$ cat src/rtl/instr_fmt_pkg.sv
// Shared instruction-format definitions for the encoder/loader: format codes,
// opcode constants, field positions and loader FSM state codes.
package instr_fmt_pkg;

  localparam logic [1:0] FMT_A   = 2'd0;
  localparam logic [1:0] FMT_B   = 2'd1;
  localparam logic [1:0] FMT_C   = 2'd2;
  localparam logic [1:0] FMT_ILL = 2'd3;

  localparam logic [5:0] OPC_NOP = 6'h3F;
  localparam logic [5:0] OPC_B0  = 6'h22;
  localparam logic [5:0] OPC_B1  = 6'h23;

  localparam int WORD_W  = 32;
  localparam int REG_W   = 5;
  localparam int OPC_A_W = 17;
  localparam int OPC_W   = 6;
  localparam int IMM_B_W = 16;
  localparam int IMM_C_W = 26;

  localparam int RS1_LSB  = 27;
  localparam int A_RS2_LSB = 22;
  localparam int A_RD_LSB  = 17;
  localparam int B_RD_LSB  = 22;
  localparam int IMM_LSB   = 6;
  localparam int OPC_LSB   = 0;

  localparam logic [WORD_W-1:0] NOP_WORD = {26'h0000000, OPC_NOP};

  localparam logic [1:0] ST_IDLE = 2'd0;
  localparam logic [1:0] ST_RUN  = 2'd1;
  localparam logic [1:0] ST_PAD  = 2'd2;
  localparam logic [1:0] ST_DONE = 2'd3;

  typedef struct packed {
    logic [1:0]         fmt;
    logic [REG_W-1:0]   rsrc1;
    logic [REG_W-1:0]   rsrc2;
    logic [REG_W-1:0]   rdst;
    logic [OPC_A_W-1:0] opcode;
    logic [IMM_C_W-1:0] imm;
  } instr_fields_t;

  function automatic logic is_b_opcode(input logic [OPC_W-1:0] op);
    return (op == OPC_B0) || (op == OPC_B1);
  endfunction

endpackage

$ cat src/rtl/instr_word_pack.sv
// Combinational packer: field tuple -> 32-bit instruction word plus legal flag.
// With FIELD_CHECK_EN defined, tuples that would not re-decode to their own format are flagged.
module instr_word_pack
  import instr_fmt_pkg::*;
(
  input  instr_fields_t       fields_i,
  output logic [WORD_W-1:0]   word_o,
  output logic                legal_o
);

  logic [WORD_W-1:0] raw_s;
  logic              fields_ok_s;
  logic              a_ok_s;
  logic              b_ok_s;
  logic              c_ok_s;

`ifdef FIELD_CHECK_EN
  // Decode-stage format selection keys on opcode[5:0], so it must agree with the format.
  assign a_ok_s = (fields_i.opcode[OPC_W-1:0] == 6'h00);
  assign b_ok_s = is_b_opcode(fields_i.opcode[OPC_W-1:0]) &&
                  (fields_i.imm[IMM_C_W-1:IMM_B_W] == 10'h000);
  assign c_ok_s = (fields_i.opcode[OPC_W-1:0] != 6'h00) &&
                  !is_b_opcode(fields_i.opcode[OPC_W-1:0]);
`else
  assign a_ok_s = 1'b1;
  assign b_ok_s = 1'b1;
  assign c_ok_s = 1'b1;
`endif

  // Place fields per format; illegal format always yields a NOP.
  always_comb begin
    raw_s       = NOP_WORD;
    fields_ok_s = 1'b0;
    case (fields_i.fmt)
      FMT_A: begin
        raw_s = {WORD_W{1'b0}};
        raw_s[RS1_LSB   +: REG_W]   = fields_i.rsrc1;
        raw_s[A_RS2_LSB +: REG_W]   = fields_i.rsrc2;
        raw_s[A_RD_LSB  +: REG_W]   = fields_i.rdst;
        raw_s[OPC_LSB   +: OPC_A_W] = fields_i.opcode;
        fields_ok_s = a_ok_s;
      end
      FMT_B: begin
        raw_s = {WORD_W{1'b0}};
        raw_s[RS1_LSB  +: REG_W]   = fields_i.rsrc1;
        raw_s[B_RD_LSB +: REG_W]   = fields_i.rdst;
        raw_s[IMM_LSB  +: IMM_B_W] = fields_i.imm[IMM_B_W-1:0];
        raw_s[OPC_LSB  +: OPC_W]   = fields_i.opcode[OPC_W-1:0];
        fields_ok_s = b_ok_s;
      end
      FMT_C: begin
        raw_s = {WORD_W{1'b0}};
        raw_s[IMM_LSB +: IMM_C_W] = fields_i.imm;
        raw_s[OPC_LSB +: OPC_W]   = fields_i.opcode[OPC_W-1:0];
        fields_ok_s = c_ok_s;
      end
      default: begin
        raw_s       = NOP_WORD;
        fields_ok_s = 1'b0;
      end
    endcase
  end

  // A rejected tuple still occupies its slot, as a NOP.
  always_comb begin
    if (fields_ok_s) begin
      word_o = raw_s;
    end else begin
      word_o = NOP_WORD;
    end
    legal_o = fields_ok_s;
  end

endmodule

$ cat src/rtl/instr_encoder_loader.sv
// Packs field tuples into instruction words, writes them sequentially to memory, then pads with NOPs.
// Optional macro FIELD_CHECK_EN enables per-tuple re-decode checks in the packer.
module instr_encoder_loader
  import instr_fmt_pkg::*;
#(
  parameter int ADDR_W   = 8,
  parameter int PAD_NOPS = 2
) (
  input  logic                clk,
  input  logic                rst_n,
  input  logic                start_i,
  input  logic [ADDR_W-1:0]   base_addr_i,
  input  logic                in_valid_i,
  output logic                in_ready_o,
  input  logic                in_last_i,
  input  logic [1:0]          in_format_i,
  input  logic [REG_W-1:0]    in_rsrc1_i,
  input  logic [REG_W-1:0]    in_rsrc2_i,
  input  logic [REG_W-1:0]    in_rdst_i,
  input  logic [OPC_A_W-1:0]  in_opcode_i,
  input  logic [IMM_C_W-1:0]  in_imm_i,
  output logic                mem_we_o,
  output logic [ADDR_W-1:0]   mem_addr_o,
  output logic [WORD_W-1:0]   mem_wdata_o,
  output logic                busy_o,
  output logic                done_o,
  output logic                err_o,
  output logic [ADDR_W:0]     word_count_o
);

  localparam int PAD_CNT_W = $clog2(PAD_NOPS + 2);
  localparam logic [PAD_CNT_W-1:0] PAD_LAST = PAD_CNT_W'(PAD_NOPS - 1);
  localparam logic [PAD_CNT_W-1:0] PAD_ONE  = PAD_CNT_W'(1'b1);
  localparam logic [ADDR_W-1:0]    ADDR_ONE = ADDR_W'(1'b1);
  localparam logic [ADDR_W-1:0]    ADDR_MAX = {ADDR_W{1'b1}};
  localparam logic [ADDR_W:0]      CNT_ONE  = (ADDR_W + 1)'(1'b1);

  logic [1:0]           state_q, state_d;
  logic [ADDR_W-1:0]    addr_q, addr_d;
  logic [ADDR_W:0]      count_q, count_d;
  logic [PAD_CNT_W-1:0] pad_q, pad_d;
  logic                 at_end_q, at_end_d;
  logic                 err_q, err_d;
  logic                 we_q, we_d;
  logic [ADDR_W-1:0]    maddr_q, maddr_d;
  logic [WORD_W-1:0]    wdata_q, wdata_d;
  logic                 done_q, done_d;
  logic                 busy_q, busy_d;
  logic                 ready_q, ready_d;

  logic                 issue_s;
  logic [WORD_W-1:0]    issue_word_s;
  instr_fields_t        fields_s;
  logic [WORD_W-1:0]    pack_word_s;
  logic                 pack_legal_s;

  assign fields_s = '{fmt:    in_format_i,
                      rsrc1:  in_rsrc1_i,
                      rsrc2:  in_rsrc2_i,
                      rdst:   in_rdst_i,
                      opcode: in_opcode_i,
                      imm:    in_imm_i};

  instr_word_pack u_pack (
    .fields_i (fields_s),
    .word_o   (pack_word_s),
    .legal_o  (pack_legal_s)
  );

  // Session FSM and write issue; at_end_q marks that the top address has been written.
  always_comb begin
    state_d      = state_q;
    addr_d       = addr_q;
    count_d      = count_q;
    pad_d        = pad_q;
    at_end_d     = at_end_q;
    err_d        = err_q;
    we_d         = 1'b0;
    maddr_d      = maddr_q;
    wdata_d      = wdata_q;
    issue_s      = 1'b0;
    issue_word_s = NOP_WORD;
    case (state_q)
      ST_IDLE: begin
        if (start_i) begin
          state_d  = ST_RUN;
          addr_d   = base_addr_i;
          count_d  = {(ADDR_W + 1){1'b0}};
          pad_d    = {PAD_CNT_W{1'b0}};
          at_end_d = 1'b0;
          err_d    = 1'b0;
        end else begin
          state_d = ST_IDLE;
        end
      end
      ST_RUN: begin
        if (in_valid_i) begin
          if (at_end_q) begin
            err_d   = 1'b1;
            state_d = ST_DONE;
          end else begin
            issue_s      = 1'b1;
            issue_word_s = pack_word_s;
            if (!pack_legal_s) begin
              err_d = 1'b1;
            end else begin
              err_d = err_q;
            end
            if (in_last_i) begin
              state_d = (PAD_NOPS == 0) ? ST_DONE : ST_PAD;
            end else begin
              state_d = ST_RUN;
            end
          end
        end else begin
          state_d = ST_RUN;
        end
      end
      ST_PAD: begin
        if (at_end_q) begin
          err_d   = 1'b1;
          state_d = ST_DONE;
        end else begin
          issue_s      = 1'b1;
          issue_word_s = NOP_WORD;
          pad_d        = pad_q + PAD_ONE;
          state_d      = (pad_q == PAD_LAST) ? ST_DONE : ST_PAD;
        end
      end
      ST_DONE: begin
        state_d = ST_IDLE;
      end
      default: begin
        state_d = ST_IDLE;
      end
    endcase

    if (issue_s) begin
      we_d     = 1'b1;
      maddr_d  = addr_q;
      wdata_d  = issue_word_s;
      addr_d   = addr_q + ADDR_ONE;
      count_d  = count_q + CNT_ONE;
      at_end_d = (addr_q == ADDR_MAX);
    end else begin
      we_d = 1'b0;
    end
  end

  assign done_d  = (state_q == ST_DONE);
  assign busy_d  = (state_d != ST_IDLE);
  assign ready_d = (state_d == ST_RUN);

  // State and registered outputs; reset drops any pending write.
  always_ff @(posedge clk or negedge rst_n) begin
    if (!rst_n) begin
      state_q  <= ST_IDLE;
      addr_q   <= {ADDR_W{1'b0}};
      count_q  <= {(ADDR_W + 1){1'b0}};
      pad_q    <= {PAD_CNT_W{1'b0}};
      at_end_q <= 1'b0;
      err_q    <= 1'b0;
      we_q     <= 1'b0;
      maddr_q  <= {ADDR_W{1'b0}};
      wdata_q  <= {WORD_W{1'b0}};
      done_q   <= 1'b0;
      busy_q   <= 1'b0;
      ready_q  <= 1'b0;
    end else begin
      state_q  <= state_d;
      addr_q   <= addr_d;
      count_q  <= count_d;
      pad_q    <= pad_d;
      at_end_q <= at_end_d;
      err_q    <= err_d;
      we_q     <= we_d;
      maddr_q  <= maddr_d;
      wdata_q  <= wdata_d;
      done_q   <= done_d;
      busy_q   <= busy_d;
      ready_q  <= ready_d;
    end
  end

  assign in_ready_o   = ready_q;
  assign mem_we_o     = we_q;
  assign mem_addr_o   = maddr_q;
  assign mem_wdata_o  = wdata_q;
  assign busy_o       = busy_q;
  assign done_o       = done_q;
  assign err_o        = err_q;
  assign word_count_o = count_q;

endmodule
$ cat config.mk
export PLATFORM = sky130hd
export DESIGN_NAME = instr_encoder_loader
export DESIGN_NICKNAME = d
export VERILOG_FILES = /design/src/rtl/instr_fmt_pkg.sv /design/src/rtl/instr_word_pack.sv /design/src/rtl/instr_encoder_loader.sv
export SDC_FILE = /design/constraint.sdc
export NUM_CORES = 1
export LEC_CHECK = 0
export ABC_CLOCK_PERIOD_IN_PS = 1800
export BUFFER_PORTS_ARGS = -buffer_cell sky130_fd_sc_hd__buf_2
export CAP_MARGIN = 5
export CORE_UTILIZATION = 30
export CTS_CLUSTER_DIAMETER = 40
export DETAILED_ROUTE_END_ITERATION = 16
export GPL_TIMING_DRIVEN = 1
export RECOVER_POWER = 25
export SYNTH_ARGS = -nofsm -noshare
export SYNTH_HDL_FRONTEND = slang
export SYNTH_SLANG_ARGS = --single-unit
$ cat constraint.sdc
create_clock -name clk -period 1.8 [get_ports clk]
set_clock_uncertainty 0.15 [all_clocks]
set_input_delay 0.36 -clock clk [delete_from_list [all_inputs] [get_ports clk]]
set_output_delay 0.36 -clock clk [all_outputs]
set_load 0.05 [all_outputs]
==> results.ini, run 1 <==
[outcome]
status=finished, violations left
violations=negative setup slack

[routing]
wl_per_cell_um=14.1
dr_total_vias=3014
routed_wl_um=8810
firstDrtPassIters=4
first_iter_violations=107
via_per_inst=4.81
drc=0
antenna_left=0

[global_routing]
grt_pass1_wl_um=14500
grt_max_degree=68
antenna_found_initial=0
grtUsageTotal_pct=16.5
grt_overflow_total=0
grt_pass1_vias=3000

[place]
dp_cells=599
gp_congestion=0.834
portBuffers=126
placed_area_um2=4190
hpwl_um=6020

[worst_setup_path]
crit_chain=inv_2 -> ha_4 -> nor2b_4 -> buf_6 -> buf_6 -> a21oi_4 -> buf_12 -> a21o_1 -> a21o_1
path_class=reg -> reg
cpMaxStageDelayCell=dfrtp_1
required_ns=1.88
cp.arrival_ns=1.94
slowest_delay_ns=0.38
startpoint_type=register
cp-end-kind=register
crit_fanout=6

[power]
powerDensity_nw_per_um2=1880
peakVddDrop_mv=0.875
p_leak_nw=2.37

[final_layout]
mostFrequentLayoutCells=126 x buf_2, 67 x dfrtp_1, 59 x nand2_1, 22 x mux2i_1, 20 x o21ai_2
final_common_cell=buf_2
final_util_pct=45.6
n_antenna_cell=0
design_area_um2=4770
final_cells=627
drive_gt1_share_pct=44.8
fin_nets=566
synthToLayoutAreaGrowth_pct=46.1

[cts]
cts_sinks=67
clk_path_buf_depth=2
clock_latency_ns=0.34
cts_tree=built
clk_pin_slew_ns=0.07
numCtsBuffers=9
cts-root-buf=clkbuf_8
ctsHtreeMaxLevel=3

[synthesis]
synth_nets=411
synth_cells=331
yosysWarningCount=0
syn_area_um2=3270
synth_cell_types=44
syn-mean-instance-area_um2=9.87
synth-seq-area-share_pct=51.3
yosys_register_bits=67

[timing]
clock.fmax_ghz=0.538
relSlewSlack_pct=38.2
min_period_over_period_pct=103
drv_slew=0
hold_viol_final=0
layout_setup_ws_ns=-0.0604
holdWs_ns=0.0895
setup_viol=20
finalSetupTns_ns=-0.293
rsz0062_at_grt=true
worst_slew_pin_slew_ns=0.927
min_period_ns=1.86

[floorplanning]
io-pin-count=127
die_area_um2=11300
die_w_um=106
num_rows=37
coreArea_um2=10500
fp.dieH_um=106
start_util_pct=31.2

[run]
maxCapViolations=0

[worst_hold_path]
holdCritPathClass=in -> reg

==> sequential cells by signal, summed over array words and instances, names as in the netlist <==
register      cells
at_end_q          1
addr_q            8
pad_q             2
in_ready_o        1
mem_we_o          1
err_o             1
word_count_o      9
mem_wdata_o      32
state_q           2
done_o            1
mem_addr_o        8
busy_o            1
==> area by class of cell <==
type | instances | area, um^2
clock buffers | 12 | 145
clock inverters | 4 | 50.0
fillers | 1041 | 5690
inverters | 10 | 40.0
multi-input cells | 238 | 1670
flip-flops and latches | 67 | 1680
well taps | 136 | 170
repair buffers | 160 | 1020
==> Yosys cell counts, drive strengths merged <==
cell type / n / share of area (%)
o211a: 1 / 0.31
a21o: 6 / 1.4
ha: 7 / 2.7
xor2: 1 / 0.27
inv: 10 / 1.1
nor3: 6 / 0.92
nand2: 60 / 7.0
xnor2: 1 / 0.27
a31o: 1 / 0.27
a21oi: 20 / 3.2
o221a: 2 / 0.69
a22o: 4 / 1.1
o22ai: 1 / 0.19
o32ai: 1 / 0.27
o21bai: 1 / 0.23
o2111ai: 1 / 0.27
mux2: 1 / 0.34
and3: 2 / 0.38
nor2: 12 / 1.5
clkbuf: 1 / 0.11
or3: 2 / 0.38
a2111oi: 1 / 0.46
dfrtp: 67 / 51
a211oi: 5 / 1.1
buf: 15 / 3.2
nand2b: 3 / 0.57
o22a: 6 / 1.6
o31ai: 2 / 0.46
mux2i: 22 / 6.7
and4: 2 / 0.54
nor2b: 10 / 2.1
o21ai: 46 / 7.2
and2: 2 / 0.38
nand3: 9 / 1.5
==> critical path: cells and delay by family (launching register included) <==
kind / cells / cell delay (ns)
AOI/OAI and AO/OA: 3 / 0.35
and+or+nand+nor: 1 / 0.18
buffers and inverters: 4 / 0.42
DFF: 1 / 0.38
adders and majority gates: 1 / 0.26
==> power breakdown <==
part	switching [mW]	internal (mW)
Combinational	3.37	1.90
Clock	0.576	0.677
Sequential	0.366	2.08
Total	4.31	4.66
==> worst paths after layout <==
| check | startpoint | end | slack (ns) | cells after the start |
|---|---|---|---|---|
| worst max-delay path | state_q[0]$_DFF_PN0_ | word_count_o[5]$_DFFE_PN0P_ | -0.06 | 9 |
| worst min-delay path | in_opcode_i[3] | mem_wdata_o[3]$_DFFE_PN0P_ | 0.09 | 2 |
| worst max register to register | state_q[0]$_DFF_PN0_ | word_count_o[5]$_DFFE_PN0P_ | -0.06 | 9 |
| worst min register to register | mem_wdata_o[7]$_DFFE_PN0P_ | mem_wdata_o[7]$_DFFE_PN0P_ | 0.32 | 2 |
| max in group asynchronous | rst_n | addr_q[2]$_DFFE_PN0P_ | 0.26 | 3 |
| min in group asynchronous | rst_n | in_ready_o$_DFF_PN0_ | 0.65 | 3 |
==> logic make-up after synthesis <==
family,Yosys count,synth area share (%)
compound gates,98,18.7
flops,67,51.3
mux,23,7.08
xor+xnor,2,0.536
buf+inv,26,4.44
fa+ha+maj,7,2.68
simple gates,108,15.3
==> timing repair <==
item	4_1_cts	5_1_grt
setup buffers	6	3
gates resized for setup	47	19
setup endpoints to repair	53	56
pin swaps	27	13
hold endpoints to repair	67	0
cloned	3	0
hold buffers	1	0
==> through the flow <==
step                setup WS [ns]  total power, mW
floorplan                0.000578             5.63
global placement          -0.0740             6.88
detailed placement         -0.139             6.95
CTS                       -0.0514             8.87
global route               -0.137             9.58
finish                    -0.0604             8.97
==> metal layers <==
| metal | part of all wire [%] | routed length, um | track usage, % | vias to the layer above |
|---|---|---|---|---|
| met3 | 5.6 | 493 | 3.37 | 8 |
| met5 | 0 | 0 | 0 | - |
| met2 | 47 | 4110 | 26.2 | 96 |
| met1 | 46 | 4090 | 22.1 | 1440 |
| li1 | - | - | - | 1470 |
| met4 | 1.3 | 115 | 6.35 | 0 |
Power figures use the tool's default switching activity.
==> run 2, diff against run 1 <==
--- a/config.mk
+++ b/config.mk
@@ -8,10 +8,14 @@
 export ABC_CLOCK_PERIOD_IN_PS = 1800
 export BUFFER_PORTS_ARGS = -buffer_cell sky130_fd_sc_hd__buf_2
 export CAP_MARGIN = 5
+export CELL_PAD_IN_SITES_DETAIL_PLACEMENT = 0
+export CELL_PAD_IN_SITES_GLOBAL_PLACEMENT = 1
 export CORE_UTILIZATION = 30
 export CTS_CLUSTER_DIAMETER = 40
 export DETAILED_ROUTE_END_ITERATION = 16
 export GPL_TIMING_DRIVEN = 1
+export HOLD_SLACK_MARGIN = 0.1
+export PLACE_DENSITY_LB_ADDON = 0.1
 export RECOVER_POWER = 25
 export SYNTH_ARGS = -nofsm -noshare
 export SYNTH_HDL_FRONTEND = slang
==> run 2 against run 1 <==
Net effect: the flow still finishes with violations (negative setup slack); hold slack gained 0.051 ns; wire length up 3.1%; non-clock buffer count up 11; die area did not move; clock power is 5% higher; core utilization down 0.36 points; global-route usage fell by 0.075 points; sequential cell count did not move; sequential power barely moved; cell area decreased by 0.79%; register-to-register slack gained 0.03 ns; clock-buffer cell count is the same; critical endpoint is now addr_q[7]$_DFFE_PN0P_.
==> results.ini, run 2 (synthesis results as in run 1) <==
[power]
power.total_mw=8.81  ; -1.8%
internal_power_mw=4.60  ; -1.3%
swShare_pct=47.8  ; -0.28 points
p_comb_share_pct=57.6  ; -1.1 points
p_seq_share_pct=27.6  ; +0.3 points
pwr-share-clk_pct=14.8  ; +0.8 points
p_leak_nw=2.39  ; +0.85%
powerDensity_nw_per_um2=1860  ; -1.1%
peakVddDrop_mv=0.697  ; -20%
p_sw_mw=4.21  ; -2.4%

[run]
maxCapViolations=0  ; unchanged

[cts]
cts_tree=built
numCtsBuffers=9  ; unchanged
clk_pin_slew_ns=0.08  ; about the same
cts-root-buf=clkbuf_8
clk_path_buf_depth=2  ; unchanged
ctsHtreeMaxLevel=3  ; unchanged
clock_latency_ns=0.33  ; about the same
cts_sinks=67  ; unchanged

[final_layout]
final_common_cell=buf_2
mostFrequentLayoutCells=126 x buf_2, 67 x dfrtp_1, 59 x nand2_1, 26 x buf_4, 22 x mux2i_1
fin_nets=577  ; +1.9%
largest_reg_flops=32  ; unchanged
final_util_pct=45.3  ; -0.36 points
synthToLayoutAreaGrowth_pct=44.9
design_area_um2=4740  ; -0.79%
n_antenna_cell=0  ; unchanged
drive_gt1_share_pct=42.8  ; -2.0 points
fillCellCount=1077  ; +3.5%

[worst_setup_path]
crit_fanout=4  ; -2
r2r_end=addr_q[7]$_DFFE_PN0P_
cp-end-kind=register
r2r-start=state_q[0]$_DFF_PN0_
reg2reg_depth=7  ; -2
cpMaxStageDelayCell=dfrtp_1
r2r_slack_ns=-0.03  ; +0.03 ns
required_ns=1.87  ; about the same
slowest_delay_ns=0.40  ; +0.02 ns
cp.arrival_ns=1.91  ; -0.03 ns
startpoint_type=register
startpoint=state_q[0]$_DFF_PN0_
crit_chain=buf_4 -> ha_2 -> a21o_1 -> buf_4 -> a21oi_4 -> a21oi_1 -> o221a_2
path_class=reg -> reg
crit_top_cell=buf_4

[timing]
hold_viol_final=0  ; unchanged
holdWs_ns=0.141  ; +0.0515 ns
finalSetupTns_ns=-0.0639  ; +0.230 ns
setup_viol=4  ; -80%
min_period_ns=1.83  ; -0.0267 ns
clock.fmax_ghz=0.545  ; +1.5%
drv_slew=0  ; unchanged
layout_setup_ws_ns=-0.0337  ; +0.0267 ns
relSlewSlack_pct=36.7  ; -1.6 points
min_period_over_period_pct=102  ; -1.5 points
rsz0062_at_grt=true
worst_slew_pin_slew_ns=0.950  ; +0.0233 ns

[global_routing]
grt_pass1_vias=2996  ; -0.13%
grt_overflow_total=0  ; unchanged
grt_max_degree=68  ; unchanged
antenna_found_initial=0  ; unchanged
grt_pass1_wl_um=14600  ; +0.76%
grtUsageTotal_pct=16.4  ; -0.075 points

[worst_hold_path]
min_to=mem_wdata_o[13]$_DFFE_PN0P_
holdCritPathClass=in -> reg
whs_path_depth=3  ; +1
hold_start=in_imm_i[7]

[place]
placed_area_um2=4280  ; +2.2%
portBuffers=126  ; unchanged
hpwl_um=6450  ; +7.1%
gp_congestion=0.755  ; -9.5%

[floorplanning]
coreArea_um2=10500  ; unchanged
fp.dieH_um=106  ; unchanged
io-pin-count=127  ; unchanged
die_area_um2=11300  ; unchanged
start_util_pct=31.2  ; unchanged
num_rows=37  ; unchanged
die_w_um=106  ; unchanged

[routing]
dr_total_vias=2985  ; -0.96%
wl_per_cell_um=14.3  ; +1.6%
via_per_inst=4.69  ; -2.4%
drc=0  ; unchanged
first_iter_violations=91  ; -15%
firstDrtPassIters=4  ; unchanged
antenna_left=0  ; unchanged
routed_wl_um=9080  ; +3.1%

[outcome]
violations=negative setup slack
status=finished, violations left

## run 2: cell count changes in the layout (fill, tap and decap cells not counted), moves of 3 or more
| cell | before | now |
|---|---|---|
| buf_4 | 18 | 26 |
| dlygate4sd3_1 | 1 | 7 |
| o21ai_2 | 20 | 16 |
| o21ai_0 | 17 | 20 |
## run 2: metrics by stage
step	setup slack, ns	instances
2_1_floorplan	0.000578	331
5_1_grt	-0.103	636
3_3_place_gp	-0.0404	611
6_report	-0.0337	636
4_1_cts	-0.0585	633
3_5_place_dp	-0.0844	611
## run 2: timing repair
action | in CTS | in global routing
setup buffers | 1 | 1
hold buffers | 7 | 0
gates resized for setup | 8 | 33
cloned | 0 | 2
pin swaps | 8 | 10
hold endpoints to repair | 73 | 0
setup endpoints to repair | 20 | 50
## run 2: cell type report
| class | instances | area (um^2) | area share (%) |
|---|---|---|---|
| Tap cell | 136 | 170 | 3.59 |
| Clock buffer | 12 | 165 | 3.49 |
| Sequential cell | 67 | 1680 | 35.4 |
| Timing Repair Buffer | 171 | 1070 | 22.6 |
| Multi-Input combinational cell | 238 | 1580 | 33.4 |
| Inverter | 10 | 40.0 | 0.845 |
| Clock inverter | 2 | 35.0 | 0.740 |
## run 2: routing by layer
metal	global-route usage, %	part of all wire [%]	vias to the layer above
met5	0	0	-
met4	5.65	1.1	0
met3	2.39	4.7	9
met2	26.7	46	87
met1	22.3	48	1398
li1	-	-	1491
## run 2: worst max-delay path, delay by kind of cell (launching register included)
kind,cells,cell delay (ns)
AOI/OAI and AO/OA,4,0.68
adders and majority gates,1,0.19
buffers and inverters,2,0.30
DFF,1,0.40
## run 2: worst max path at each step
stage / endpoint / slack [ns]
detailed placement: addr_q[7]$_DFFE_PN0P_ / -0.08
finish: addr_q[7]$_DFFE_PN0P_ / -0.03
global placement: addr_q[7]$_DFFE_PN0P_ / -0.04
global route: addr_q[7]$_DFFE_PN0P_ / -0.10
floorplan: mem_wdata_o[10]$_DFFE_PN0P_ / 0.0006
CTS: word_count_o[5]$_DFFE_PN0P_ / -0.06
## run 2: power by group through the flow
stage	logic [mW]	clock network (mW)	registers [mW]
2_1_floorplan	1.66	0	3.97
3_3_place_gp	4.66	0	2.44
3_5_place_dp	4.69	0	2.45
4_1_cts	4.84	1.35	2.43
5_1_grt	5.48	1.40	2.51
6_report	5.07	1.31	2.43
